## src/rtl/icache_refill_bridge_if.sv

```systemverilog
`default_nettype none
// ============================================================================
// Module   : icache_refill_bridge_if
// Brief    : ICache refill request/response plus word-wide read channel.
// Revision : 1.0 - initial release
// ============================================================================
interface icache_refill_bridge_if #(
  parameter int WORD       = 32,
  parameter int LINE_WIDTH = 128
);
  logic                  memory_valid;
  logic [WORD-1:0]       load_addr;
  logic                  memory_ready;
  logic [LINE_WIDTH-1:0] inst_from_mem;
  logic                  ar_valid;
  logic                  ar_ready;
  logic [WORD-1:0]       ar_addr;
  logic [7:0]            ar_len;
  logic                  r_valid;
  logic [WORD-1:0]       r_data;
  logic                  r_last;
  logic                  r_ready;
  logic                  busy;
  logic                  protocol_err;

  // Bridge side
  modport slave (
    input  memory_valid, load_addr, ar_ready, r_valid, r_data, r_last,
    output memory_ready, inst_from_mem, ar_valid, ar_addr, ar_len, r_ready,
           busy, protocol_err
  );

  // ICache + memory side
  modport master (
    output memory_valid, load_addr, ar_ready, r_valid, r_data, r_last,
    input  memory_ready, inst_from_mem, ar_valid, ar_addr, ar_len, r_ready,
           busy, protocol_err
  );
endinterface
`default_nettype wire

```

## src/rtl/icache_refill_bridge.sv

```systemverilog
`default_nettype none
// ============================================================================
// Module   : icache_refill_bridge
// Brief    : Refills one ICache line with a single incrementing read burst.
// Revision : 1.0 - initial release
// ============================================================================
module icache_refill_bridge #(
  parameter int WORD       = 32,
  parameter int LINE_WIDTH = 128
) (
  input  logic                  clk,
  input  logic                  rst,
  icache_refill_bridge_if.slave bus
);
  localparam int BEATS      = LINE_WIDTH / WORD;
  localparam int OFFSET_LOG = $clog2(LINE_WIDTH / 8);
  localparam int c_cnt_w    = $clog2(BEATS);
  localparam logic [c_cnt_w-1:0] c_last_beat = c_cnt_w'(BEATS - 1);

  typedef enum logic [1:0] {
    IDLE = 2'd0,
    ADDR = 2'd1,
    DATA = 2'd2,
    DONE = 2'd3
  } state_t;

  state_t                r_state;
  state_t                w_state_nxt;
  logic [c_cnt_w-1:0]    r_cnt;
  logic [WORD-1:0]       r_ar_addr;
  logic [LINE_WIDTH-1:0] r_line;
  logic                  r_mem_ready;
  logic                  r_err;

  logic w_beat;
  logic w_last_beat;
  logic w_line_match;

  assign w_beat       = (r_state == DATA) && bus.r_valid;
  assign w_last_beat  = (r_cnt == c_last_beat);
  assign w_line_match = (bus.load_addr[WORD-1:OFFSET_LOG] == r_ar_addr[WORD-1:OFFSET_LOG]);

  always_ff @(posedge clk or posedge rst) begin
    if (rst) begin
      r_state <= IDLE;
    end else begin
      r_state <= w_state_nxt;
    end
  end

  always_comb begin
    w_state_nxt = r_state;
    case (r_state)
      IDLE:    if (bus.memory_valid) w_state_nxt = ADDR;
      ADDR:    if (bus.ar_ready) w_state_nxt = DATA;
      DATA:    if (w_beat && w_last_beat) w_state_nxt = DONE;
      DONE:    w_state_nxt = IDLE;
      default: w_state_nxt = IDLE;
    endcase
  end

  always_ff @(posedge clk or posedge rst) begin
    if (rst) begin
      r_cnt       <= '0;
      r_ar_addr   <= '0;
      r_line      <= '0;
      r_mem_ready <= 1'b0;
      r_err       <= 1'b0;
    end else begin
      // Decide the hand-back on the final beat so the DONE-cycle pulse is registered.
      r_mem_ready <= w_beat && w_last_beat && bus.memory_valid && w_line_match;

      if ((r_state == IDLE) && bus.memory_valid) begin
        r_ar_addr <= {bus.load_addr[WORD-1:OFFSET_LOG], {OFFSET_LOG{1'b0}}};
        r_cnt     <= '0;
      end

      if (w_beat) begin
        r_cnt <= r_cnt + 1'b1;
        for (int k = 0; k < BEATS; k++) begin
          if (r_cnt == c_cnt_w'(k)) begin
            r_line[k*WORD +: WORD] <= bus.r_data;
          end
        end
        // Burst length follows the counter; r_last is only cross-checked.
        if (bus.r_last != w_last_beat) begin
          r_err <= 1'b1;
        end
      end
    end
  end

  assign bus.memory_ready  = r_mem_ready;
  assign bus.inst_from_mem = r_line;
  assign bus.ar_valid      = (r_state == ADDR);
  assign bus.ar_addr       = r_ar_addr;
  assign bus.ar_len        = 8'(BEATS - 1);
  assign bus.r_ready       = (r_state == DATA);
  assign bus.busy          = (r_state != IDLE);
  assign bus.protocol_err  = r_err;

endmodule
`default_nettype wire

```

## src/flat_wrapper.sv

```systemverilog
// flat-port wrapper written by rule: the top's interface ports become plain ports
module icache_refill_bridge_flat 
#(
  parameter int WORD       = 32,
  parameter int LINE_WIDTH = 128
)
  (clk, rst, bus_memory_valid, bus_load_addr, bus_ar_ready, bus_r_valid, bus_r_data, bus_r_last, bus_memory_ready, bus_inst_from_mem, bus_ar_valid, bus_ar_addr, bus_ar_len, bus_r_ready, bus_busy, bus_protocol_err);
  icache_refill_bridge_if #(.WORD(WORD), .LINE_WIDTH(LINE_WIDTH)) bus_i ();
  input  logic clk;
  input  logic rst;
  input wire logic [$bits(bus_i.memory_valid)-1:0] bus_memory_valid;
  input wire logic [$bits(bus_i.load_addr)-1:0] bus_load_addr;
  input wire logic [$bits(bus_i.ar_ready)-1:0] bus_ar_ready;
  input wire logic [$bits(bus_i.r_valid)-1:0] bus_r_valid;
  input wire logic [$bits(bus_i.r_data)-1:0] bus_r_data;
  input wire logic [$bits(bus_i.r_last)-1:0] bus_r_last;
  output wire logic [$bits(bus_i.memory_ready)-1:0] bus_memory_ready;
  output wire logic [$bits(bus_i.inst_from_mem)-1:0] bus_inst_from_mem;
  output wire logic [$bits(bus_i.ar_valid)-1:0] bus_ar_valid;
  output wire logic [$bits(bus_i.ar_addr)-1:0] bus_ar_addr;
  output wire logic [$bits(bus_i.ar_len)-1:0] bus_ar_len;
  output wire logic [$bits(bus_i.r_ready)-1:0] bus_r_ready;
  output wire logic [$bits(bus_i.busy)-1:0] bus_busy;
  output wire logic [$bits(bus_i.protocol_err)-1:0] bus_protocol_err;
  assign bus_i.memory_valid = bus_memory_valid;
  assign bus_i.load_addr = bus_load_addr;
  assign bus_i.ar_ready = bus_ar_ready;
  assign bus_i.r_valid = bus_r_valid;
  assign bus_i.r_data = bus_r_data;
  assign bus_i.r_last = bus_r_last;
  assign bus_memory_ready = bus_i.memory_ready;
  assign bus_inst_from_mem = bus_i.inst_from_mem;
  assign bus_ar_valid = bus_i.ar_valid;
  assign bus_ar_addr = bus_i.ar_addr;
  assign bus_ar_len = bus_i.ar_len;
  assign bus_r_ready = bus_i.r_ready;
  assign bus_busy = bus_i.busy;
  assign bus_protocol_err = bus_i.protocol_err;
  icache_refill_bridge #(.WORD(WORD), .LINE_WIDTH(LINE_WIDTH)) u_core (.clk(clk), .rst(rst), .bus(bus_i));
endmodule
```

## config.mk

```make
export PLATFORM = sky130hd
export DESIGN_NAME = icache_refill_bridge_flat
export DESIGN_NICKNAME = d
export VERILOG_FILES = /design/src/rtl/icache_refill_bridge_if.sv /design/src/rtl/icache_refill_bridge.sv /design/src/flat_wrapper.sv
export SDC_FILE = /design/constraint.sdc
export NUM_CORES = 1
export LEC_CHECK = 0
export CAP_MARGIN = 20
export CORE_MARGIN = 2
export CORE_UTILIZATION = 40
export CTS_BUF_LIST = sky130_fd_sc_hd__clkbuf_16
export CTS_CLUSTER_SIZE = 12
export DETAILED_ROUTE_END_ITERATION = 10
export PLACE_DENSITY_LB_ADDON = 0.1
export SETUP_SLACK_MARGIN = 0.5
export SKIP_CTS_REPAIR_TIMING = 1
export SLEW_MARGIN = 20
export SYNTH_ARGS = -nofsm -noshare
export SYNTH_HDL_FRONTEND = slang
export SYNTH_SLANG_ARGS = --single-unit
```

## constraint.sdc

```tcl
create_clock -name clk -period 12.9 [get_ports clk]
set_clock_uncertainty 0.05 [all_clocks]
set_input_delay 1.935 -clock clk [delete_from_list [all_inputs] [get_ports clk]]
set_output_delay 1.935 -clock clk [all_outputs]
set_load 0.02 [all_outputs]
```

==> key figures <==
Finish
  – Register area: 4050 um^2
  – Fill count: 1,294
  – Layout cell share with drive strength beyond 1: 27.6%
  – NumNets Final: 727
  – N_diodes: 0
  – Design area: 9540 um^2
  – Area taken by multi-input logic gates: 2330 um^2
  – Area Growth Syn to Fin: 44.6%

Worst hold path
  – Min-delay src: u_core.bus.protocol_err
  – Hold crit path type: flip-flop to flip-flop

Global route
  – Pin count of the biggest net entering global routing: 87
  – First-pass GRT wire length: 24.2 mm
  – Global-route usage over all layers: 17.7%
  – Vias in the first global route: 4,414
  – Grt ovf: 0
  – Antenna violations before repair: 0

Clock tree
  – CTS clock-pin slew for the worst setup and hold paths: 0.06 ns
  – Num CTS Buffers: 17
  – H-tree levels: 4
  – Root Buffer: clkbuf_16
  – Clock Tree Buf Depth: 2
  – Clock sink count: 162
  – CTS tree: built
  – Worst-Skew Late Latency: 0.42 ns

Floorplanning
  – Initial Util: 41.2%
  – Chip Width: 132 um
  – Chip Height: 132 um
  – Core area: 16,000 um^2
  – Standard-cell rows: 46
  – I/O Pins: 243
  – Die footprint: 17,500 um^2

Drt
  – First-pass DRT Iterations: 4
  – DRT met1 WL: 6.27 mm
  – Drt drc: 0
  – Post-route ant nets: 0
  – Routed length per instance: 17.3 um
  – Vias: 4,190
  – Top sig layer: met4
  – WL met2: 7.62 mm
  – Iteration-0 DRC Markers: 128
  – Routed wl met3: 1.05 mm
  – Final wirelength: 15.2 mm
  – Vias per inst: 4.77

Logic synthesis
  – #FFs+latches synth: 162
  – Mapped Area: 6600 um^2
  – Synth Flop Type: dfrtp_1
  – Number of flops mapped to enable cells by yosys: 0
  – Mapped Avg Cell Area: 15.7 um^2
  – Top-count cell post-synth: dfrtp_1
  – Synth area leader: dfrtp_1
  – Asr flop ratio synth: 100%
  – Synth Instances: 419
  – Largest cells by area after synthesis: dfrtp_1 (61%), mux2_2 (25%), xor2_1 (3.9%)
  – Post-synthesis sequential area ratio: 61.5%
  – Yosys cell types: 24
  – Synth top area share: 61.5%
  – Synth cell count leaders: dfrtp_1 (162), mux2_2 (149), xor2_1 (29)
  – Warnings from Yosys: 0

STA
  – RSZ-0062 raised after global routing: no
  – Final min period: 3.84 ns
  – Setup_tns: 0 ns
  – Slew Viols, Final: 0
  – Slew @ Worst Pin: 0.953 ns
  – Final hold vios: 0
  – Final Cycle Share: 29.8%
  – Slew HR: 36.5%
  – Final worst slack: 9.06 ns
  – Final setup fails: 0
  – Fmax: 0.260 GHz

Setup path
  – CP arrival: 1.86 ns
  – Critical Path Start: u_core.r_state[0]
  – Max incr delay on CP: 0.67 ns
  – Required time worst endpoint: 10.91 ns
  – Critical Path End Type: output port
  – CP Launch Type: flip-flop
  – CP cell instances: inv_1 > ha_1 > clkdlybuf4s50_1
  – Worst r2r src: u_core.r_state[0]
  – Max FO, Critical Path: 6
  – Setup CP Type: flip-flop to output port
  – Worst path slowest cell: clkdlybuf4s50_1

Power and ir drop
  – Tot Pwr: 2.58 mW
  – Net switching power: 904 uW
  – Switching share of power: 35.1%
  – Clock share of power: 18.4%
  – Max VDD drop: 0.145 mV
  – Reg power frac: 34.5%
  – Int Power: 1.67 mW
  – PwrDens: 270 nW/um^2
  – Comb power frac: 47.2%
  – Static leakage: 4.31 nW

Placement
  – Dpl ws: 8.78 ns
  – Routability Congestion: 0.719
  – DP Wirelength: 10.6 mm
  – PortBufs: 226
  – Area after DPL: 8980 um^2

Status
  – Status: finished clean

Job
  – Max-cap violation count: 0
-- metrics by stage --
| stage | utilization [%] | std cells | hold slack (ns) |
|---|---|---|---|
| floorplan | - | 429 | 0.450 |
| global placement | 56.0 | 846 | 0.393 |
| detailed placement | 56.1 | 847 | 0.405 |
| CTS | 59.6 | 879 | 0.424 |
| global route | 59.6 | 879 | 0.440 |
| finish | 59.6 | 879 | 0.416 |
-- final cells by class --
type                       instances  share of cell area [%]
timing repair buffer             229                    24.1
multi-input combinational        233                    24.4
clock buffer                      17                    4.46
clock inverter                    15                    1.35
sequential                       162                    42.5
tap                              216                    2.83
inverter                           7                   0.328
-- cells by family after synthesis --
group,Yosys count,synth area share (%)
mux,156,26.6
fa+ha+maj,7,1.33
flops,162,61.5
buf+inv,34,3.76
simple gates,24,2.30
xor+xnor,29,3.85
compound gates,5,0.550
other cells,2,0.114
-- cell usage in the layout (no fill, tap or decap) --
master and n:
nor2_1 1, nand2_1 5, buf_4 2, o21ai_0 2, clkinv_2 2, buf_12 1, ha_1 7, nor2b_1 1
nand3_2 1, clkinvlp_4 2, a21o_1 1, nand4_1 2, nand2_4 3, conb_1 12, clkbuf_16 17, bufinv_16 2
xor2_1 29, a221oi_1 1, and2_4 1, nor4_1 6, inv_6 2, inv_1 12, nor3_1 2, clkinv_1 1
nand3_1 2, mux2_2 149, dfrtp_1 162, clkdlybuf4s50_1 226, o32a_1 1, clkinv_4 1, mux2_1 7
-- metal layers --
metal  vias up  GRT usage, %
li1       1911             -
met1      2119          21.3
met2       141          29.6
met3        19          6.34
met4         0          6.27
met5         -             0
-- final timing paths --
path,to,slack [ns],cells after the start
min in group asynchronous,u_core.bus.inst_from_mem[16],1.99,2
worst min register to register,u_core.bus.protocol_err,0.42,1
max in group asynchronous,u_core.bus.inst_from_mem[12],9.30,3
worst max register to register,u_core.bus.memory_ready,10.88,6
worst min-delay path,u_core.bus.protocol_err,0.42,1
worst max-delay path,bus_r_ready,9.06,3
-- critical path, delay by kind of cell (launching register included) --
family / cells / cell delay (ns)
buffers and inverters: 2 / 0.75
DFF: 1 / 0.40
adders and majority gates: 1 / 0.29
-- sequential cells by signal (all words and copies together) (netlist names) --
name,flops
u_core.bus.ar_addr,28
u_core.bus.protocol_err,1
u_core.bus.inst_from_mem,128
u_core.r_cnt,2
u_core.r_state,2
u_core.bus.memory_ready,1
-- power groups by stage --
stage	combinational [mW]	clock [mW]	sequential (mW)
after global routing	1.28	0.506	0.920
after detailed placement	1.23	0	0.898
final	1.22	0.474	0.889
after floorplan	0.350	0	1.17
after global placement	1.21	0	0.884
after CTS	1.23	0.486	0.891
(Power assumes the default switching activity.)
